==> src/rtl/uart_tx_fifo_feeder.sv <==
// Read-side feeder: pulls bytes from the async FIFO read port and hands them to the UART
// transmitter. A byte is popped only after the UART has finished sending it. A missing busy
// acknowledge aborts the attempt without a pop, so the same byte is loaded again later.
module uart_tx_fifo_feeder #(
    parameter int unsigned DW          = 8,
    parameter int unsigned ACK_TIMEOUT = 16,
    parameter int unsigned CNT_W       = 16
) (
    input  logic             clk,
    input  logic             rst,
    input  logic             enable,
    input  logic             fifo_empty,
    input  logic [DW-1:0]    fifo_rd_data,
    output logic             fifo_rd_flag,
    input  logic             tx_busy,
    output logic [DW-1:0]    tx_p_data,
    output logic             tx_data_valid,
    output logic             timeout_err,
    output logic [CNT_W-1:0] tx_count
);

    localparam logic [2:0] S_IDLE      = 3'd0;
    localparam logic [2:0] S_PRESENT   = 3'd1;
    localparam logic [2:0] S_WAIT_BUSY = 3'd2;
    localparam logic [2:0] S_WAIT_DONE = 3'd3;
    localparam logic [2:0] S_POP       = 3'd4;
    localparam logic [2:0] S_SETTLE    = 3'd5;

    // ACK_TIMEOUT is limited to 255, so an 8-bit timer always suffices
    localparam logic [7:0] TIMER_LAST = 8'(ACK_TIMEOUT - 1);

    logic [2:0]       r_state;
    logic [7:0]       r_timer;
    logic [DW-1:0]    r_p_data;
    logic             r_valid;
    logic             r_rd_flag;
    logic             r_timeout;
    logic [CNT_W-1:0] r_count;

    logic [2:0]       w_state_d;
    logic [7:0]       w_timer_d;
    logic             w_load;
    logic             w_valid_d;
    logic             w_rd_flag_d;
    logic             w_timeout_d;
    logic [CNT_W-1:0] w_count_d;

    // Next-state decode; strobes are computed one cycle early so every output is a flop
    always_comb begin
        w_state_d   = r_state;
        w_timer_d   = r_timer;
        w_load      = 1'b0;
        w_valid_d   = 1'b0;
        w_rd_flag_d = 1'b0;
        w_timeout_d = 1'b0;
        w_count_d   = r_count;
        case (r_state)
            S_IDLE: begin
                if (enable && !fifo_empty && !tx_busy) begin
                    w_state_d = S_PRESENT;
                    w_load    = 1'b1;
                    w_valid_d = 1'b1;
                end
            end
            S_PRESENT: begin
                w_state_d = S_WAIT_BUSY;
                w_timer_d = '0;
            end
            S_WAIT_BUSY: begin
                // busy takes priority over an expiring timer
                if (tx_busy) begin
                    w_state_d = S_WAIT_DONE;
                end else if (r_timer == TIMER_LAST) begin
                    w_state_d   = S_IDLE;
                    w_timeout_d = 1'b1;
                end else begin
                    w_timer_d = r_timer + 8'd1;
                end
            end
            S_WAIT_DONE: begin
                if (!tx_busy) begin
                    w_state_d   = S_POP;
                    w_rd_flag_d = 1'b1;
                end
            end
            S_POP: begin
                w_state_d = S_SETTLE;
                w_count_d = r_count + CNT_W'(1);
            end
            // one dead cycle so the FIFO empty flag reflects the pop before IDLE samples it
            S_SETTLE: w_state_d = S_IDLE;
            default:  w_state_d = S_IDLE;
        endcase
    end

    // FSM state, acknowledge timer and completed-byte counter
    always_ff @(posedge clk or negedge rst) begin
        if (!rst) begin
            r_state <= S_IDLE;
            r_timer <= '0;
            r_count <= '0;
        end else begin
            r_state <= w_state_d;
            r_timer <= w_timer_d;
            r_count <= w_count_d;
        end
    end

    // Registered outputs; the data byte is held until the next load
    always_ff @(posedge clk or negedge rst) begin
        if (!rst) begin
            r_p_data  <= '0;
            r_valid   <= 1'b0;
            r_rd_flag <= 1'b0;
            r_timeout <= 1'b0;
        end else begin
            if (w_load) begin
                r_p_data <= fifo_rd_data;
            end
            r_valid   <= w_valid_d;
            r_rd_flag <= w_rd_flag_d;
            r_timeout <= w_timeout_d;
        end
    end

    assign tx_p_data     = r_p_data;
    assign tx_data_valid = r_valid;
    assign fifo_rd_flag  = r_rd_flag;
    assign timeout_err   = r_timeout;
    assign tx_count      = r_count;

endmodule

==> config.mk <==
export PLATFORM = sky130hd
export DESIGN_NAME = uart_tx_fifo_feeder
export DESIGN_NICKNAME = d
export VERILOG_FILES = /design/src/rtl/uart_tx_fifo_feeder.sv
export SDC_FILE = /design/constraint.sdc
export NUM_CORES = 1
export LEC_CHECK = 0
export ABC_CLOCK_PERIOD_IN_PS = 1770
export BUFFER_PORTS_ARGS = -buffer_cell sky130_fd_sc_hd__buf_2
export CAP_MARGIN = 30
export CORE_MARGIN = 1.5
export CORE_UTILIZATION = 47
export DETAILED_ROUTE_END_ITERATION = 10
export HOLD_SLACK_MARGIN = 0.12
export PLACE_DENSITY = 0.74
export SYNTH_ARGS = -nofsm -noshare
export SYNTH_HDL_FRONTEND = slang
export SYNTH_SLANG_ARGS = --single-unit
==> constraint.sdc <==
create_clock -name clk -period 1.77 [get_ports clk]
set_input_delay 0.177 -clock clk [delete_from_list [all_inputs] [get_ports clk]]
set_output_delay 0.177 -clock clk [all_outputs]
set_load 0.005 [all_outputs]
==> impl_metrics.tcl <==
set metrics [dict create \
    run_status "completed" \
    grtUsageTotal 0.1885 \
    async_reset_ff_frac 1.000 \
    netlist_top_cells_area "dfrtp_1 (55%), mux2_2 (5.9%), xnor2_1 (5.6%), nand3_1 (3.5%), and3_1 (2.9%)" \
    fillCellCount 279 \
    layout.nets 227 \
    grt-ovfl-total 0 \
    grt_antenna_before_repair 0 \
    initial_utilization 0.5024 \
    clock-root-buffer "clkbuf_8" \
    finalCritPeriodShare 0.9515 \
    yosysUniqueCellTypes 35 \
    p_total_w 0.002862 \
    cts_tree "yes" \
    ir_drop_mv 0.5702 \
    pin_count 40 \
    startpoint "r_state[2]$_DFFE_PN0P_" \
    place_area_mm2 0.002047 \
    timing.final.crit_period_ns 1.684 \
    netlist_area_mm2 0.001729 \
    syn-num-nets 166 \
    antenna_cells 0 \
    insertion_delay_ns 0.29 \
    grt_max_degree 39 \
    critPathCaptureType "flip-flop" \
    yosysMostFrequentCell "dfrtp_1" \
    grt_pass1_vias 1313 \
    die_w_um 63.66 \
    clkSlewWorstSetupHoldPaths_ns 0.07 \
    initialDrtViolationCount 52 \
    min_path_type "input pin to flip-flop" \
    seq_area_frac_synth 0.5499 \
    wire_per_inst_um 13.08 \
    synth_top_area_share 0.5499 \
    final_hold_viol_count 0 \
    ys_seq_elements 38 \
    num_vias 1353 \
    syn_to_final_growth_pct 29.09 \
    worstHoldStart "fifo_rd_data[7]" \
    yosysTopAreaCell "dfrtp_1" \
    gp_congestion 0.8517 \
    arrival_ns 1.90 \
    relSlewSlack 0.4565 \
    port_buffers 39 \
    die-area_mm2 0.004052 \
    core_area_mm2 0.003442 \
    synth-edff-count 0 \
    r2r-start "r_state[2]$_DFFE_PN0P_" \
    crit_type "flip-flop to flip-flop" \
    rsz0062_at_grt "no" \
    drive_above_1_share 0.3568 \
    yosysWarnings 0 \
    dr.pass1.iters 4 \
    clock-sinks 38 \
    avgSynthCellArea_um2 11.45 \
    viasPerCell 5.224 \
    fin_setup_tns_ns 0 \
    htreeDepth 2 \
    drt-total-wl_um 3388 \
    syn_inst 151 \
    setup_viol 0 \
    synth_commonest_cells "dfrtp_1 (38), nand3_1 (12), xnor2_1 (11)" \
    leakagePower_nw 1.153 \
    max-cap-violations 0 \
    row_count 21 \
    p_per_area_mw_per_mm2 1282 \
    report.final.slew_viol_count 0 \
    die_height_um 63.66 \
    drc 0 \
    grt_pass1_wl_um 5899 \
    startpoint_type "flip-flop" \
    ant_nets 0 \
    final_area_mm2 0.002232 \
    cts.path.max_buffers 2 \
    worstPathMaxFanout 6 \
    fmax_ghz 0.5938 \
    tightest_slew_ns 0.8153 \
    crit_required_ns 1.99 \
    synth-main-ff-cell "dfrtp_1" \
    final_core_util 0.6485 \
    numCtsBuffers 5 \
    hold_ws_ns 0.1275 \
    clock_skew_ns 0.005975 \
    dp_hpwl_um 2446 \
]
## cell type report
cell class | instances | area [µm²] | area share
Sequential cell | 38 | 950.9 | 0.4260
Tap cell | 46 | 57.56 | 0.02578
Multi-Input combinational cell | 103 | 755.7 | 0.3386
Clock buffer | 7 | 86.33 | 0.03868
Timing Repair Buffer | 58 | 354.1 | 0.1586
Clock inverter | 1 | 5.005 | 0.002242
Inverter | 6 | 22.52 | 0.01009
## state kept, by name (all words and copies together), names as in the netlist
name and cells:
fifo_rd_flag 1, r_state 3, r_timer 8, timeout_err 1, tx_count 16, tx_data_valid 1
tx_p_data 8
## routing by layer
| metal | up-vias | GRT usage | part of all wire |
|---|---|---|---|
| met5 | - | 0 | 0 |
| met4 | 0 | 0.07337 | 0.018 |
| met3 | 7 | 0.05536 | 0.056 |
| met2 | 46 | 0.3171 | 0.49 |
| met1 | 639 | 0.2269 | 0.44 |
| li1 | 661 | - | - |
## critical path, cell delays in order, from the launching register on
cell and delay [ns]:
dfrtp_1 0.37, or3b_1 0.45, a211o_1 0.34, nor4_1 0.29, a221o_1 0.16
## cell families (layout without fill, tap and decap cells)
| logic type | after synthesis | after routing | share of synthesized area |
|---|---|---|---|
| buf+inv | 10 | 72 | 0.02749 |
| xor+xnor | 15 | 15 | 0.07597 |
| compound gates | 16 | 16 | 0.07815 |
| simple gates | 61 | 61 | 0.1954 |
| fa+ha+maj | 2 | 2 | 0.01447 |
| flops | 38 | 38 | 0.5499 |
| mux | 9 | 9 | 0.05861 |
## report_power, final
group	switching, W	total, W	internal [W]	leakage (nW)
combinational	0.000483	0.00101	0.000531	0.604
sequential	0.000164	0.00125	0.00109	0.500
clock	0.000281	0.000595	0.000314	0.0482
## worst paths after layout
| kind | to | slack (ns) | cells past startpoint |
|---|---|---|---|
| min | tx_p_data[7]$_DFFE_PN0P_ | 0.13 | 2 |
| max | r_timer[6]$_DFFE_PN0P_ | 0.09 | 4 |
| max reg2reg | r_timer[6]$_DFFE_PN0P_ | 0.09 | 4 |
| max in group asynchronous | tx_count[6]$_DFFE_PN0N_ | 0.74 | 2 |
| min in group asynchronous | r_timer[5]$_DFFE_PN0P_ | 0.53 | 2 |
| min reg2reg | tx_count[15]$_DFFE_PN0N_ | 0.49 | 1 |
## placed cells by master, fill, tap and decap left out, drive strengths merged, types with 2 or more instances in the layout
cell,netlist,layout
nand3,12,12
nor3,6,6
xor2,4,4
nand2,8,8
inv,6,6
o21ai,3,3
mux2,9,9
ha,2,2
buf,3,53
dlygate4sd3,0,5
nor2,9,9
and3,8,8
nor4,3,3
a311oi,2,2
a211o,4,4
nand4,4,4
xnor2,11,11
clkbuf,1,7
a21oi,3,3
dfrtp,38,38
and2,3,3
## through the flow
step	setup slack [ns]	std cells
3_5_place_dp	-0.08332	244
3_3_place_gp	0.02648	244
4_1_cts	0.001454	256
6_report	0.08592	259
2_1_floorplan	-0.05189	151
5_1_grt	0.01202	259
## timing repair
item / in CTS / in global routing
resized for setup: 1 / 6
endpoints found under the setup margin: 4 / 5
hold endpoints to repair: 39 / 3
pin swaps: 1 / 2
hold buffers: 2 / 3
gates cloned: 0 / 0
setup buffers: 2 / 0
Note: power is estimated with default switching activity, not from simulation.
